`config.mk`:
```
export PLATFORM = sky130hd
export DESIGN_NAME = ram512_arbiter_flat
export DESIGN_NICKNAME = d
export VERILOG_FILES = /design/src/rtl/ram512_arbiter_if.sv /design/src/rtl/ram512_arbiter.sv /design/src/flat_wrapper.sv
export SDC_FILE = /design/constraint.sdc
export NUM_CORES = 1
export LEC_CHECK = 0
export ABC_AREA = 0
export CELL_PAD_IN_SITES_DETAIL_PLACEMENT = 0
export CELL_PAD_IN_SITES_GLOBAL_PLACEMENT = 1
export CORE_ASPECT_RATIO = 1.2
export CORE_UTILIZATION = 32
export DETAILED_ROUTE_END_ITERATION = 6
export HOLD_SLACK_MARGIN = 0.03
export MAX_ROUTING_LAYER = met4
export PLACE_DENSITY_LB_ADDON = 0.1
export SYNTH_ARGS = -nofsm -noshare
export SYNTH_HDL_FRONTEND = slang
export SYNTH_SLANG_ARGS = --single-unit
```
`constraint.sdc`:
```
create_clock -name clk -period 2.2 [get_ports clk]
set_clock_uncertainty 0.1 [all_clocks]
set_input_delay 0.22 -clock clk [delete_from_list [all_inputs] [get_ports clk]]
set_output_delay 0.22 -clock clk [all_outputs]
set_load 0.02 [all_outputs]
```
`src/rtl/ram512_arbiter_if.sv`:
```
// ram512_arbiter_if: bundles the two requester ports and the RAM port of
// the shared 512-word RAM arbiter. The slave modport is the arbiter's view;
// the master modport is the view of whatever drives the requesters and
// models the RAM.
`default_nettype none

interface ram512_arbiter_if #(
  parameter int ADDR_W = 9,
  parameter int DATA_W = 16
);
  logic              a_req;
  logic              a_we;
  logic [ADDR_W-1:0] a_addr;
  logic [DATA_W-1:0] a_wdata;
  logic              a_ack;
  logic [DATA_W-1:0] a_rdata;

  logic              b_req;
  logic              b_we;
  logic [ADDR_W-1:0] b_addr;
  logic [DATA_W-1:0] b_wdata;
  logic              b_ack;
  logic [DATA_W-1:0] b_rdata;

  logic [ADDR_W-1:0] ram_address;
  logic [DATA_W-1:0] ram_in;
  logic              ram_load;
  logic [DATA_W-1:0] ram_out;

  modport slave (
    input  a_req, a_we, a_addr, a_wdata,
    output a_ack, a_rdata,
    input  b_req, b_we, b_addr, b_wdata,
    output b_ack, b_rdata,
    output ram_address, ram_in, ram_load,
    input  ram_out
  );

  modport master (
    output a_req, a_we, a_addr, a_wdata,
    input  a_ack, a_rdata,
    output b_req, b_we, b_addr, b_wdata,
    input  b_ack, b_rdata,
    input  ram_address, ram_in, ram_load,
    output ram_out
  );
endinterface

`default_nettype wire

```
`src/rtl/ram512_arbiter.sv`:
```
// ram512_arbiter: two-requester arbiter in front of a single-port 512-word
// RAM. Each transaction takes IDLE -> ACCESS -> DONE; the winner's request
// is latched on the edge leaving IDLE, so later requester input changes do
// not disturb it. Ties are resolved round-robin (A wins the first tie after
// reset). Defining RAM512_ARB_FIXED_PRIO_EN makes A win every tie and
// removes the last-served pointer.
`default_nettype none

module ram512_arbiter #(
  parameter int ADDR_W = 9,
  parameter int DATA_W = 16
) (
  input  logic            clk,
  input  logic            rst_n,
  ram512_arbiter_if.slave bus
);

  localparam logic [1:0] IDLE   = 2'd0;
  localparam logic [1:0] ACCESS = 2'd1;
  localparam logic [1:0] DONE   = 2'd2;

  logic [1:0]        state;
  logic [1:0]        state_next;
  logic              any_req;
  logic              grant_b;
  logic              lat_we;
  logic              lat_sel_b;
  logic [ADDR_W-1:0] lat_addr;
  logic [DATA_W-1:0] lat_wdata;
  logic [DATA_W-1:0] a_rdata_q;
  logic [DATA_W-1:0] b_rdata_q;

  assign any_req = bus.a_req | bus.b_req;

`ifdef RAM512_ARB_FIXED_PRIO_EN
  // B only wins when it is the sole requester; A takes every tie.
  always_comb begin
    grant_b = bus.b_req & ~bus.a_req;
  end
`else
  logic last_b;

  // On a tie, the requester that was not served most recently wins.
  always_comb begin
    grant_b = bus.b_req;
    if (bus.a_req && bus.b_req) begin
      grant_b = ~last_b;
    end
  end

  // Remember who was granted; reset points at B so A wins the first tie.
  always_ff @(posedge clk or negedge rst_n) begin
    if (!rst_n) begin
      last_b <= 1'b1;
    end else if (state == IDLE && any_req) begin
      last_b <= grant_b;
    end
  end
`endif

  // Next-state logic: a request starts a fixed three-cycle transaction.
  always_comb begin
    state_next = IDLE;
    case (state)
      IDLE:    state_next = any_req ? ACCESS : IDLE;
      ACCESS:  state_next = DONE;
      DONE:    state_next = IDLE;
      default: state_next = IDLE;
    endcase
  end

  // State register; reset forces IDLE at once, which also drops ram_load.
  always_ff @(posedge clk or negedge rst_n) begin
    if (!rst_n) begin
      state <= IDLE;
    end else begin
      state <= state_next;
    end
  end

  // Capture the winner's request so it stays stable for the whole transaction.
  always_ff @(posedge clk or negedge rst_n) begin
    if (!rst_n) begin
      lat_we    <= 1'b0;
      lat_sel_b <= 1'b0;
      lat_addr  <= '0;
      lat_wdata <= '0;
    end else if (state == IDLE && any_req) begin
      lat_sel_b <= grant_b;
      lat_we    <= grant_b ? bus.b_we    : bus.a_we;
      lat_addr  <= grant_b ? bus.b_addr  : bus.a_addr;
      lat_wdata <= grant_b ? bus.b_wdata : bus.a_wdata;
    end
  end

  // Read data lands in the winner's register on the edge leaving ACCESS.
  always_ff @(posedge clk or negedge rst_n) begin
    if (!rst_n) begin
      a_rdata_q <= '0;
      b_rdata_q <= '0;
    end else if (state == ACCESS && !lat_we) begin
      if (lat_sel_b) begin
        b_rdata_q <= bus.ram_out;
      end else begin
        a_rdata_q <= bus.ram_out;
      end
    end
  end

  assign bus.ram_address = lat_addr;
  assign bus.ram_in      = lat_wdata;
  assign bus.ram_load    = (state == ACCESS) && lat_we;
  assign bus.a_ack       = (state == DONE) && !lat_sel_b;
  assign bus.b_ack       = (state == DONE) && lat_sel_b;
  assign bus.a_rdata     = a_rdata_q;
  assign bus.b_rdata     = b_rdata_q;

endmodule

`default_nettype wire

```
`src/flat_wrapper.sv`:
```
// flat-port wrapper written by rule: the top's interface ports become plain ports
module ram512_arbiter_flat 
#(
  parameter int ADDR_W = 9,
  parameter int DATA_W = 16
)
  (clk, rst_n, bus_a_req, bus_a_we, bus_a_addr, bus_a_wdata, bus_a_ack, bus_a_rdata, bus_b_req, bus_b_we, bus_b_addr, bus_b_wdata, bus_b_ack, bus_b_rdata, bus_ram_address, bus_ram_in, bus_ram_load, bus_ram_out);
  ram512_arbiter_if #(.ADDR_W(ADDR_W), .DATA_W(DATA_W)) bus_i ();
  input  logic clk;
  input  logic rst_n;
  input wire logic [$bits(bus_i.a_req)-1:0] bus_a_req;
  input wire logic [$bits(bus_i.a_we)-1:0] bus_a_we;
  input wire logic [$bits(bus_i.a_addr)-1:0] bus_a_addr;
  input wire logic [$bits(bus_i.a_wdata)-1:0] bus_a_wdata;
  output wire logic [$bits(bus_i.a_ack)-1:0] bus_a_ack;
  output wire logic [$bits(bus_i.a_rdata)-1:0] bus_a_rdata;
  input wire logic [$bits(bus_i.b_req)-1:0] bus_b_req;
  input wire logic [$bits(bus_i.b_we)-1:0] bus_b_we;
  input wire logic [$bits(bus_i.b_addr)-1:0] bus_b_addr;
  input wire logic [$bits(bus_i.b_wdata)-1:0] bus_b_wdata;
  output wire logic [$bits(bus_i.b_ack)-1:0] bus_b_ack;
  output wire logic [$bits(bus_i.b_rdata)-1:0] bus_b_rdata;
  output wire logic [$bits(bus_i.ram_address)-1:0] bus_ram_address;
  output wire logic [$bits(bus_i.ram_in)-1:0] bus_ram_in;
  output wire logic [$bits(bus_i.ram_load)-1:0] bus_ram_load;
  input wire logic [$bits(bus_i.ram_out)-1:0] bus_ram_out;
  assign bus_i.a_req = bus_a_req;
  assign bus_i.a_we = bus_a_we;
  assign bus_i.a_addr = bus_a_addr;
  assign bus_i.a_wdata = bus_a_wdata;
  assign bus_a_ack = bus_i.a_ack;
  assign bus_a_rdata = bus_i.a_rdata;
  assign bus_i.b_req = bus_b_req;
  assign bus_i.b_we = bus_b_we;
  assign bus_i.b_addr = bus_b_addr;
  assign bus_i.b_wdata = bus_b_wdata;
  assign bus_b_ack = bus_i.b_ack;
  assign bus_b_rdata = bus_i.b_rdata;
  assign bus_ram_address = bus_i.ram_address;
  assign bus_ram_in = bus_i.ram_in;
  assign bus_ram_load = bus_i.ram_load;
  assign bus_i.ram_out = bus_ram_out;
  ram512_arbiter #(.ADDR_W(ADDR_W), .DATA_W(DATA_W)) u_core (.clk(clk), .rst_n(rst_n), .bus(bus_i));
endmodule
```
; Word-level counts from Yosys, hierarchy flattened
; Cells that the tools add are included.
[totals]
register_bits = 62
latchBits = 0
mem_bits_rw = 0
rom_bits = 0
in_bits = 72
out_inout_bits = 60
word_cells = 30
memories = 0
[op_classes]
add_sub_neg = 0
multipliers = 0
div = 0
magnitude_cmp = 0
eq_ne = 2
shifts = 0
mux = 6
n_bitwise = 3
n_reduce_logical = 11
[op_table]
columns = operator, count
row1 = $mux W16, 1
row2 = $mux W9, 1
row3 = $logic_and A1 B1 Y1, 6
row4 = $pmux W2 S2, 1
row5 = $reduce_and A2 Y1, 2
row6 = $mux W1, 3
row7 = $eq A2 B1 Y1 const B, 1
row8 = $eq A2 B2 Y1 const B, 1
row9 = $logic_not A1 Y1, 2
row10 = $logic_not A2 Y1, 1
row11 = $not A1 Y1, 2
row12 = $or A1 B1 Y1, 1

; Longest topological paths before layout
[depth]
word_depth = 3
depth_mapped = 5
depth_no_buf = 3

; Worst setup path after synthesis
; Ideal clock, no wire load.
[synth_path]
kind = reg2reg
startpoint = register u_core.last_b
endpoint = register u_core.lat_addr[5] (netlist: u_core.bus.ram_address[5])
setup_ps = 125
arrival_ps = 1452
required_time_ps = 1975
slack_ps = 524
stages_incl_launch_ff = 6
path_buffers = 2
period_less_slack_ps = 1676
path_cell_list = dfstp_2 a21bo_1 buf_6 buf_8 mux2_4 mux2_2
[synth_between]
elab_chain_cells = 3
[synth_rtl]
columns = element, line
row1 = from (decl), ram512_arbiter.sv:41  ; logic last_b;
row2 = from (signal assigned), ram512_arbiter.sv:56  ; last_b <= grant_b;
row3 = $not A1 Y1, ram512_arbiter.sv:47  ; grant_b = ~last_b;
row4 = $mux W1, ram512_arbiter.sv:46  ; if (bus.a_req && bus.b_req) begin
row5 = $mux W9, ram512_arbiter.sv:91  ; lat_addr <= grant_b ? bus.b_addr : bus.a_addr;
row6 = to (signal assigned), ram512_arbiter.sv:91
row7 = to (decl), ram512_arbiter.sv:28  ; logic [ADDR_W-1:0] lat_addr;
; No other way between the ends.
; A chain may end at the register's enable or synchronous reset.

; Final worst setup path
[layout_path]
startpoint = register u_core.state[0]
endpoint = output bus_ram_load
[layout_between]
elab_chain_cells = 2
[layout_rtl]
columns = element, line
row1 = from (decl), ram512_arbiter.sv:22  ; logic [1:0] state;
row2 = from (signal assigned), ram512_arbiter.sv:77  ; state <= state_next;
row3 = $eq A2 B1 Y1, ram512_arbiter.sv:112  ; assign bus.ram_load = (state == ACCESS) && lat_we;
row4 = $logic_and A1 B1 Y1, ram512_arbiter.sv:112
row5 = to (decl), flat_wrapper.sv:25  ; output wire logic [$bits(bus_i.ram_load)-1:0] bus_ram_load;
; No other way between the ends.

==> flow_metrics.tcl <==
set metrics [dict create \
    antenna_found_initial 0 \
    rsz0062_at_grt "no" \
    cp_top_family "buffers and inverters" \
    die_w_microns 86.7 \
    cts_max_level 3 \
    via_count 1903 \
    grtUsageMet3 0.0470 \
    r2r_end "u_core.bus.ram_in[8]" \
    synth.top_cell.area_share 0.554 \
    p_per_area_mw_per_mm2 1420 \
    insertion_delay_ns 0.33 \
    setup_slack_ns 0.210 \
    cts_buffer_depth 2 \
    num_rows 36 \
    grt_pass1_vias 2037 \
    fin_area_sq_mm 0.00444 \
    final_cell_mix "clkdlybuf4s50_1, mux2_2, dfrtp_1" \
    area_growth_pct 61.2 \
    grt_pass1_wl_mm 10.0 \
    startpoint_type "flop" \
    drt-vias-per-instance 4.43 \
    final_antenna_net_count 0 \
    hold_viol_final 0 \
    synthesis.nets 240 \
    status "completed" \
    setup_tns_ns 0 \
    holdCritPathClass "in -> async" \
    gr-max-usage-layer "met2" \
    crit_type "reg -> out" \
    drive_gt1_frac 0.348 \
    coreArea_sq_mm 0.00824 \
    cp_num_buf_inv 1 \
    endpoint_kind "output port" \
    slew-limit-headroom 0.584 \
    ctsRootBufferMaster "clkbuf_8" \
    crit_required_ns 1.88 \
    yosysSeqAreaShare 0.564 \
    io_pins 132 \
    clkTransAtPathRegs_ns 0.07 \
    dp_hpwl_mm 4.54 \
    start_util 0.334 \
    synthDominantAreaCellType "dfrtp_1" \
    wire_per_inst_microns 14.2 \
    synth.area.top_cells "dfrtp_1, mux2_2, mux2_4" \
    grt.total_usage 0.150 \
    max_stage_delay_ns 0.61 \
    grtUsageMet2 0.249 \
    finish.net_count 384 \
    use_met1 0.172 \
    path_max_fanout 5 \
    syn_avg_cell_area_sq_um 16.4 \
    drc 0 \
    gp_congestion 0.711 \
    fp.dieH_microns 104 \
    leakagePower_nw 1.88 \
    r2r-start "u_core.last_b" \
    reg2reg_depth 4 \
    preCtsSetupSlack_ns 0.194 \
    rrSetupSlack_ns 0.44 \
    tightest_slew_ns 0.624 \
    ys_types 22 \
    yosys_warnings 0 \
    die_area_sq_mm 0.00898 \
    synth_cells 168 \
    finalCriticalPeriod_ns 1.99 \
    drv_slew 0 \
    grt_max_degree 38 \
    clock_sinks 62 \
    finalCritPeriodShare 0.905 \
    cts_tree "done" \
    ir_drop_uv 666 \
    holdWs_ns 0.338 \
    diodes 0 \
    postPlaceCellArea_sq_mm 0.00422 \
    layout_commonest_cell "clkdlybuf4s50_1" \
    setup_viol 0 \
    cts_buffers 9 \
    power_mw 6.31 \
    ys_seq_elements 62 \
    fmax_mhz 502 \
    gr-total-overflow 0 \
    wl_mm 6.10 \
    critical_path.slowest_cell "clkdlybuf4s50_1" \
    port_buffers 131 \
    worstPathCellList "nor2b_2 > and2_1 > clkdlybuf4s50_1" \
    drt_pre_antenna_iters 3 \
    drtIter0Drc 37 \
    syn_area_sq_mm 0.00275 \
    arrival_ns 1.67 \
    max_cap_violations 0 \
]
final cells by class:
cell class              instances  area, sq um
well taps                     114          143
flip-flops and latches         62         1550
clock buffers                  12          165
clock inverters                 3         42.5
inverters                       1         3.75
multi-input cells              97         1120
fillers                       735         3800
repair buffers                141         1410
synth_stat cells, drive strengths merged:
master  count
inv         1
a21oi       1
nor2b       1
nor3b       2
buf         8
nor2        1
and3b       2
dfrtp      61
nor3        1
a21bo       1
dfstp       1
a21o        1
o21ai       1
mux2       84
and2        1
a31oi       1
registers in the layout, summed over array words and instances, names as in the netlist:
name,count
u_core.bus.a_rdata,16
u_core.bus.b_rdata,16
u_core.bus.ram_address,9
u_core.bus.ram_in,16
u_core.last_b,1
u_core.lat_sel_b,1
u_core.lat_we,1
u_core.state,2
logic make-up after synthesis:
group	share of synthesized area
compound gates	0.0136
flops	0.564
mux	0.369
simple gates	0.0245
buf+inv	0.0286
timing repair:
action	CTS	global route
hold buffers	1	0
resized for setup	0	0
hold endpoints to repair	24	0
buffers inserted	0	0
power breakdown:
part           total [mW]  internal (mW)  leakage [nW]  switching [mW]
clock                1.03          0.608         0.104           0.426
combinational        3.24           1.83          1.04            1.41
sequential           2.04           1.74         0.735           0.301
how the worst max path moves through the flow:
stage                         start                        end  slack [ns]  cells past startpoint
floorplan             u_core.last_b  u_core.bus.ram_address[5]        0.52                      5
global placement          bus_b_req       u_core.bus.ram_in[8]        0.23                      5
detailed placement        bus_b_req       u_core.bus.ram_in[8]        0.19                      5
CTS                 u_core.state[0]               bus_ram_load        0.18                      3
global route        u_core.state[0]               bus_ram_load         0.1                      3
finish              u_core.state[0]               bus_ram_load        0.21                      3
per-stage QoR:
| step | utilization | std cells |
|---|---|---|
| 2_1_floorplan | - | 168 |
| 3_5_place_dp | 0.512 | 414 |
| 6_report | 0.538 | 430 |
| 4_1_cts | 0.538 | 430 |
| 5_1_grt | 0.538 | 430 |
| 3_3_place_gp | 0.512 | 414 |
layer usage:
metal	wire (microns)	share of wire
met4	87	0.014
met5	0	0
met2	3090	0.51
met1	2520	0.41
met3	402	0.066
Note: power is estimated with default switching activity, not from simulation.
